===== src/rtl/sha256_message_padder.sv =====
// Purpose: SHA-256 message padder; packs 32-bit big-endian words into 512-bit blocks with 0x80, zero fill and bit length.
// Latency: a block is valid the cycle after its completing input word; a length-only block follows its predecessor's handshake.
// Backpressure: input ready only while filling; a held block stays stable until o_data_out_ready. Optional macro: SHA256_PADDER_BYTE_EN.
module sha256_message_padder #(
  parameter int LENWIDTH = 64
) (
  input  logic         i_clk,
  input  logic         i_sync_rst,
  input  logic [31:0]  i_data_in,
  input  logic [2:0]   i_data_in_bytes,
  input  logic         i_data_in_last,
  input  logic         i_data_in_valid,
  output logic         o_data_in_ready,
  output logic [511:0] o_data_out,
  output logic         o_data_out_last,
  output logic         o_data_out_valid,
  input  logic         i_data_out_ready
);

  typedef enum logic [1:0] {
    FILL    = 2'd0,
    OUT     = 2'd1,
    OUT_LEN = 2'd2
  } state_t;

  state_t              r_state;
  logic [15:0][31:0]   r_buf;       // r_buf[15] is block word 0
  logic [3:0]          r_widx;
  logic [LENWIDTH-1:0] r_bitcnt;
  logic                r_pending;   // a length-only block must follow the current one
  logic                r_pad80;     // the 0x80 byte did not fit in the current block
  logic                r_out_vld;
  logic                r_out_last;

  logic [2:0]          w_nbytes;
  logic [31:0]         w_word;
  logic [6:0]          w_pos;
  logic [LENWIDTH-1:0] w_bitcnt_nxt;
  logic [63:0]         w_len_nxt;
  logic [63:0]         w_len_cur;
  logic [3:0]          w_slot;
  logic [3:0]          w_slot_nxt;
  logic                w_in_fire;

`ifdef SHA256_PADDER_BYTE_EN
  // Values above 4 are treated as a full word.
  assign w_nbytes = (i_data_in_bytes > 3'd4) ? 3'd4 : i_data_in_bytes;
`else
  // Byte count is ignored: every word carries four message bytes.
  logic w_unused_bytes;
  assign w_unused_bytes = ^i_data_in_bytes;
  assign w_nbytes       = 3'd4;
`endif

  assign o_data_in_ready  = (r_state == FILL) && !i_sync_rst;
  assign o_data_out       = r_buf;
  assign o_data_out_valid = r_out_vld;
  assign o_data_out_last  = r_out_last;

  assign w_in_fire    = o_data_in_ready && i_data_in_valid;
  assign w_pos        = {1'b0, r_widx, 2'b00} + {4'b0000, w_nbytes};
  assign w_bitcnt_nxt = r_bitcnt + LENWIDTH'({w_nbytes, 3'b000});
  assign w_slot       = 4'd15 - r_widx;
  assign w_slot_nxt   = 4'd14 - r_widx;

  // Keep the valid bytes of the incoming word, mark the first unused byte with 0x80, zero the rest.
  always_comb begin
    w_word = '0;
    for (int b = 0; b < 4; b++) begin
      if (3'(b) < w_nbytes)
        w_word[31-8*b -: 8] = i_data_in[31-8*b -: 8];
      else if (3'(b) == w_nbytes)
        w_word[31-8*b -: 8] = 8'h80;
    end
  end

  // Zero-extend the bit counter (both the updated and the held value) into the 64-bit length field.
  always_comb begin
    w_len_nxt = '0;
    w_len_cur = '0;
    w_len_nxt[LENWIDTH-1:0] = w_bitcnt_nxt;
    w_len_cur[LENWIDTH-1:0] = r_bitcnt;
  end

  // Control FSM: fill the block buffer, emit it, and emit a trailing length block when needed.
  always_ff @(posedge i_clk) begin
    if (i_sync_rst) begin
      r_state    <= FILL;
      r_buf      <= '0;
      r_widx     <= '0;
      r_bitcnt   <= '0;
      r_pending  <= 1'b0;
      r_pad80    <= 1'b0;
      r_out_vld  <= 1'b0;
      r_out_last <= 1'b0;
    end else begin
      case (r_state)
        FILL: begin
          if (w_in_fire) begin
            r_buf[w_slot] <= w_word;
            r_bitcnt      <= w_bitcnt_nxt;
            r_widx        <= r_widx + 4'd1;
            if (i_data_in_last) begin
              // A full last word pushes the 0x80 marker into the next word, if one is left.
              if (w_nbytes == 3'd4 && r_widx != 4'd15)
                r_buf[w_slot_nxt] <= 32'h8000_0000;
              r_state   <= OUT;
              r_out_vld <= 1'b1;
              if (w_pos <= 7'd55) begin
                r_buf[1]   <= w_len_nxt[63:32];
                r_buf[0]   <= w_len_nxt[31:0];
                r_out_last <= 1'b1;
              end else begin
                // No room for the length: this block goes out unterminated.
                r_pending  <= 1'b1;
                r_pad80    <= (w_pos == 7'd64);
                r_out_last <= 1'b0;
              end
            end else if (r_widx == 4'd15) begin
              r_state    <= OUT;
              r_out_vld  <= 1'b1;
              r_out_last <= 1'b0;
            end
          end
        end
        OUT, OUT_LEN: begin
          if (i_data_out_ready) begin
            r_buf  <= '0;
            r_widx <= '0;
            if (r_out_last) begin
              r_bitcnt   <= '0;
              r_state    <= FILL;
              r_out_vld  <= 1'b0;
              r_out_last <= 1'b0;
            end else if (r_pending) begin
              r_buf[15]  <= r_pad80 ? 32'h8000_0000 : 32'h0000_0000;
              r_buf[1]   <= w_len_cur[63:32];
              r_buf[0]   <= w_len_cur[31:0];
              r_pending  <= 1'b0;
              r_pad80    <= 1'b0;
              r_state    <= OUT_LEN;
              r_out_last <= 1'b1;
            end else begin
              // Mid-message block: keep counting bits across the boundary.
              r_state   <= FILL;
              r_out_vld <= 1'b0;
            end
          end
        end
        default: r_state <= FILL;
      endcase
    end
  end

endmodule

===== config.mk =====
export PLATFORM = sky130hd
export DESIGN_NAME = sha256_message_padder
export DESIGN_NICKNAME = d
export VERILOG_FILES = /design/src/rtl/sha256_message_padder.sv
export SDC_FILE = /design/constraint.sdc
export NUM_CORES = 1
export LEC_CHECK = 0
export CORE_MARGIN = 4
export CORE_UTILIZATION = 55
export DETAILED_ROUTE_END_ITERATION = 12
export PLACE_DENSITY = 0.86
export SLEW_MARGIN = 20
export SYNTH_ARGS = -nofsm -noshare
export SYNTH_HDL_FRONTEND = slang
export SYNTH_SLANG_ARGS = --single-unit
export TNS_END_PERCENT = 100

===== constraint.sdc =====
create_clock -name i_clk -period 6.6 [get_ports i_clk]
set_input_delay 1.32 -clock i_clk [delete_from_list [all_inputs] [get_ports i_clk]]
set_output_delay 1.32 -clock i_clk [all_outputs]
set_load 0.02 [all_outputs]

==> flow_summary.yaml, run 1 <==
global_routing:
  grt_pass1_wl_mm: 150
  track_usage_pct: 40.5
  grt_pass1_vias: 24057
  grt_max_degree: 95
  grt_overflow_total: 0
  grt_antenna_before_repair: 1
drt:
  wl_mm: 104
  wl_met2_mm: 44.3
  antenna_left: 0
  routed-wl-met3_mm: 14.6
  post-route-drc-count: 0
  dr.pass1.iters: 7
  vias: 26822
  wl_per_cell_um: 24.3
  vias_per_cell: 6.27
  drt_iter0_drc: 3379
  wl_met1_mm: 36.7
  top_layer_used: "met4"
yosys:
  synth-edff-count: 0
  yosysUniqueCellTypes: 69
  synth-main-ff-cell: "dfxtp_1"
  synth-xor-area-share_pct: 1.30
  syn_nets: 3350
  yosys_warnings: 0
  synthSimpleGateAreaFrac_pct: 23.3
  synthArstFlopShare_pct: 0
  syn_avg_cell_area_sq_um: 7.53
  synthAdderAreaFrac_pct: 0.403
  seq_area_frac_synth_pct: 46.8
  ys_ff_latch: 581
  synthesis.area_sq_mm: 0.0248
  synth-compound-area-share_pct: 20.9
  netlist_instances: 3302
  synthMuxAreaShare_pct: 1.54
  synth_top_family_by_area: "simple AND/OR/NAND/NOR gates"
layout:
  multi_input_area_sq_mm: 0.0120
  fillers: 3359
  nets: 3688
  drive_above_1_share_pct: 6.05
  area_growth_pct: 30.5
  seqCellArea_sq_mm: 0.0116
  fin_util_pct: 73.0
clock_tree:
  ctsHoldBuffers: 0
  cts.sinks: 581
  cts_tree: "done"
  cts-resized-gates: 0
  cts_buffers: 57
  cts_root_buffer: "clkbuf_16"
  post_cts_buffers: 0
  clk_pin_slew_worst_paths_ns: 0.06
  htreeDepth: 2
  clk_latency_ns: 0.65
  ctsLongestPathBuffers: 3
flow_run:
  cap_viol_max_count: 0
setup_path:
  crit_path_top_delay_cell: "a211oi_4"
  crit_path_start_kind: "input pin"
  arrival_ns: 4.86
  cp_max_fo: 22
  cp-end-kind: "register"
  crit_path_cell_trace: "clkdlybuf4s50_1 > nand2b_1 > a211oi_4 > nand2_1 > nor3_2 > buf_4 > nand2_1 > a21oi_1"
  required_ns: 7.15
  crit_top_cell: "nand2_1"
  rr_worst_depth: 10
  slowest_delay_ns: 0.91
  critPathKind: "input pin to register"
floorplanning:
  rows: 77
  die_width_um: 221
  die_area_sq_mm: 0.0486
  start_util_pct: 55.9
  io_pins: 555
  die_h_um: 221
  core-area_sq_mm: 0.0444
timing:
  setup_tns_ns: 0
  fin_crit_sh_pct: 65.4
  period_needed_ns: 4.32
  tightest_slew_ns: 1.20
  relSlewSlack_pct: 19.4
  fmax_mhz: 232
  rsz0062_at_grt: "no"
  hold_slack_ns: 0.453
  drv_slew: 0
  hold_viol: 0
  setup_viol_count_final: 0
  skew_ns: 0.0336
worst_hold_path:
  min_path_cells: 2
  min_path_type: "register to register"
place:
  gp_congestion: 0.977
  dp_hpwl_mm: 67.9
  portBuffers: 551
outcome:
  outcome: "completed"
power_and_ir_drop:
  ir_worst_vdd_uv: 244
  power_density_mw_per_mm2: 248
  p_leak_nw: 10.8
[kinds of logic after synthesis]
family,Yosys count
AOI/OAI and AO/OA,908
xor gates and xnor gates,37
adders and majority gates,8
buffers and inverters,367
DFF,581
muxes,38
and+or+nand+nor,1363
[through the flow]
| step | cell area, sq um | total power [mW] | worst slack [ns] | cells |
|---|---|---|---|---|
| 6_report | 32400 | 8.06 | 2.28 | 4278 |
| 5_1_grt | 32400 | 8.26 | 2.07 | 4275 |
| 3_3_place_gp | 30500 | 4.78 | 1.87 | 4172 |
| 3_5_place_dp | 30500 | 4.80 | 1.77 | 4172 |
| 4_1_cts | 32400 | 8.02 | 2.36 | 4274 |
| 2_1_floorplan | 24800 | 4.32 | 2.78 | 3302 |
[cell usage in the layout, fill, tap and decap left out, types with 19 or more instances in the layout]
| master | n |
|---|---|
| nor3_1 | 44 |
| nand3_1 | 51 |
| xnor2_1 | 21 |
| a22oi_1 | 28 |
| and3_1 | 33 |
| nand4_1 | 23 |
| buf_4 | 76 |
| clkdlybuf4s50_1 | 548 |
| clkbuf_16 | 57 |
| mux2i_1 | 37 |
| nand2_1 | 973 |
| a31oi_1 | 43 |
| inv_1 | 19 |
| a21oi_1 | 563 |
| nor2_1 | 119 |
| o21ai_0 | 97 |
| dfxtp_1 | 581 |
[Yosys cell counts (19+ instances only)]
cell | count | area share [%]
nand2_1 | 973 | 15
inv_1 | 19 | 0.29
nor2_1 | 129 | 1.9
a31oi_1 | 43 | 1.1
a22oi_1 | 28 | 0.85
mux2i_1 | 37 | 1.5
nor3_1 | 48 | 0.97
buf_1 | 22 | 0.33
and3_1 | 33 | 0.83
a21oi_1 | 565 | 11
dfxtp_1 | 581 | 47
o21ai_0 | 98 | 2.0
clkbuf_1 | 299 | 4.5
buf_2 | 21 | 0.42
nand4_1 | 23 | 0.58
xnor2_1 | 21 | 0.74
nand3_1 | 55 | 1.1
[report_power, final]
| part | internal (mW) | leakage, nW | switching (mW) |
|---|---|---|---|
| clock | 1.85 | 0.921 | 1.44 |
| sequential | 3.57 | 4.69 | 0.0547 |
| combinational | 0.317 | 5.23 | 0.822 |
[layout make-up]
type                            count  area share, %
Antenna cell                        3         0.0232
Inverter                           19          0.220
Multi-Input combinational cell   2354           37.0
Tap cell                          592           2.28
Timing Repair Buffer              627           18.8
Sequential cell                   581           35.9
Clock buffer                       85           5.09
Clock inverter                     17          0.664
[state kept, by name, indices dropped and copies added (netlist names)]
register          flops
o_data_out_last       1
o_data_out_valid      1
r_bitcnt             59
o_data_out          512
r_state               2
r_widx                4
r_pending             1
r_pad80               1
[final timing paths]
check / start / end / slack (ns)
hold reg to reg: o_data_out[155]$_SDFFE_PP0P_ / o_data_out[155]$_SDFFE_PP0P_ / 0.45
setup reg to reg: r_state[0]$_SDFFE_PP0P_ / o_data_out[487]$_SDFFE_PP0P_ / 2.68
hold / removal: o_data_out[155]$_SDFFE_PP0P_ / o_data_out[155]$_SDFFE_PP0P_ / 0.45
setup / recovery: i_data_in_valid / o_data_out[487]$_SDFFE_PP0P_ / 2.28
[per-layer routing]
metal,vias up,track usage (%)
met5,-,0
met4,0,26.1
met3,494,13.0
met2,1974,60.3
met1,12483,50.6
li1,11871,-
[worst max-delay path: cells and delay by family]
family | cells | cell delay (ns)
AND/OR/NAND/NOR | 4 | 1.49
AO/OA/AOI/OAI | 2 | 1.07
buffers and inverters | 2 | 0.96
No activity file was read; power rests on OpenSTA's default activity.
==> run 2, diff against run 1 <==
- CORE_UTILIZATION: 55 -> 51
- PLACE_DENSITY: 0.86 -> 0.81
- clock period: 6.6 -> 4.4 ns (I/O delays scaled with it)
==> run 2 against run 1 <==
Effect of this change: power up 52%; wire length up 0.88%; critical path depth unchanged; count of clock-buffer cells in the layout up 6; clock power up 54%; first-iteration DRC count up 4.0%.
==> flow_summary.yaml, run 2 (synthesis results as in run 1) <==
timing:
  fmax_mhz: 294
  fin_crit_sh_pct: 77.2
  setup_viol_count_final: 0
  hold_viol: 0
  period_needed_ns: 3.40
  rsz0062_at_grt: "no"
  setup_tns_ns: 0
  relSlewSlack_pct: 19.2
  hold_slack_ns: 0.451
  skew_ns: 0.0287
  tightest_slew_ns: 1.21
  drv_slew: 0
power_and_ir_drop:
  switchingPower_mw: 3.49
  p_leak_nw: 11.0
  switching_share_pct: 28.6
  p_comb_share_pct: 14.1
  share_seq_of_total_power_pct: 44.5
  ir_worst_vdd_uv: 347
  power_density_mw_per_mm2: 373
  p_int_mw: 8.73
  pwr-share-clk_pct: 41.4
place:
  dp_cells: 4221
  portBuffers: 551
  gp_congestion: 0.973
  dp_hpwl_mm: 70.7
global_routing:
  track_usage_pct: 37.9
  grt_max_degree: 64
  grt_pass1_wl_mm: 154
  grt_overflow_total: 0
  grt_pass1_vias: 23907
  grt_antenna_before_repair: 1
clock_tree:
  cts.sinks: 581
  cts_buffers: 58
  clk_latency_ns: 0.65
  clk_pin_slew_worst_paths_ns: 0.06
  ctsLongestPathBuffers: 3
  cts-resized-gates: 0
  ctsHoldBuffers: 0
  htreeDepth: 2
  cts_tree: "done"
  cts_root_buffer: "clkbuf_16"
  post_cts_buffers: 0
drt:
  antenna_left: 0
  dr.pass1.iters: 7
  vias: 26532
  drt_iter0_drc: 3513
  top_layer_used: "met4"
  vias_per_cell: 6.13
  post-route-drc-count: 0
  wl_per_cell_um: 24.2
  wl_met1_mm: 39.3
  wl_mm: 105
  routed-wl-met3_mm: 12.6
  wl_met2_mm: 45.3
setup_path:
  r2r_setup_slack_ns: 1.00
  reg2reg_to: "o_data_out[406]$_SDFFE_PP0P_"
  critPathKind: "register to register"
  crit_path_start_kind: "register"
  arrival_ns: 3.86
  cp_max_fo: 31
  required_ns: 4.87
  cp-end-kind: "register"
  rr_worst_depth: 8
  r2r_start: "r_widx[1]$_SDFFE_PP0P_"
layout:
  area_growth_pct: 31.8
  fillers: 3930
  stdcell_count: 4325
  final_cell_mix: "nand2_1, dfxtp_1, a21oi_1, clkdlybuf4s50_1, nor2_1"
  nets: 3714
  final_common_cell: "nand2_1"
  largest_register_ffs: 512
  drive_above_1_share_pct: 6.69
floorplanning:
  die_width_um: 229
  rows: 80
  die_area_sq_mm: 0.0523
  io_pins: 555
  start_util_pct: 51.8
  die_h_um: 229
  core-area_sq_mm: 0.0479
worst_hold_path:
  min_from: "o_data_out[484]$_SDFFE_PP0P_"
  min_path_cells: 2
  holdPathEnd: "o_data_out[484]$_SDFFE_PP0P_"
  min_path_type: "register to register"
outcome:
  outcome: "completed"
flow_run:
  cap_viol_max_count: 0
[run 2: critical path, cell delays in order (launching register included)]
cell      delay [ns]
dfxtp_1         0.41
ha_1            0.34
buf_4           0.24
nand3_2         0.10
buf_4           0.49
and3_1          0.42
a21oi_1         0.16
o21bai_4        0.93
a21oi_1         0.14
[run 2: how the worst max path moves through the flow]
stage | startpoint | endpoint | cells past startpoint
floorplan | i_sync_rst | o_data_in_ready | 5
global placement | i_data_in_valid | o_data_out[218]$_SDFFE_PP0P_ | 6
detailed placement | i_data_in_valid | o_data_out[218]$_SDFFE_PP0P_ | 6
CTS | r_state[0]$_SDFFE_PP0P_ | o_data_in_ready | 5
global route | r_widx[2]$_SDFFE_PP0P_ | o_data_out[39]$_SDFFE_PP0P_ | 6
finish | r_widx[1]$_SDFFE_PP0P_ | o_data_out[406]$_SDFFE_PP0P_ | 8
[run 2: layout make-up]
cell class | instances | area (sq um) | area share [%]
diodes | 1 | 2.50 | 0.00764
clock buffers | 91 | 1780 | 5.43
clock inverters | 12 | 158 | 0.481
inverters | 19 | 71.3 | 0.218
multi-input cells | 2354 | 12000 | 36.6
flip-flops and latches | 581 | 11600 | 35.5
well taps | 615 | 769 | 2.35
repair buffers | 652 | 6350 | 19.4
[run 2: per-layer routing]
| layer | track usage (%) | vias to the layer above |
|---|---|---|
| li1 | - | 11930 |
| met1 | 49.2 | 12423 |
| met2 | 57.6 | 1808 |
| met3 | 9.12 | 371 |
| met4 | 21.8 | 0 |
| met5 | 0 | - |
[run 2: power by group through the flow]
stage / Clock (mW) / Combinational, mW / Sequential, mW
floorplan: 0 / 0.840 / 5.64
detailed placement: 0 / 1.68 / 5.55
global route: 5.27 / 1.81 / 5.45
finish: 5.06 / 1.73 / 5.44
global placement: 0 / 1.65 / 5.55
CTS: 5.07 / 1.68 / 5.44
[run 2: metrics by stage]
| stage | worst slack, ns | power [mW] | util (%) | instance area [sq um] |
|---|---|---|---|---|
| after global routing | 0.813 | 12.5 | 68.3 | 32700 |
| final | 1.00 | 12.2 | 68.3 | 32700 |
| after CTS | 1.01 | 12.2 | 68.3 | 32700 |
| after detailed placement | 0.723 | 7.23 | 64.3 | 30800 |
| after global placement | 0.765 | 7.20 | 64.3 | 30800 |
| after floorplan | 1.46 | 6.48 | - | 24800 |
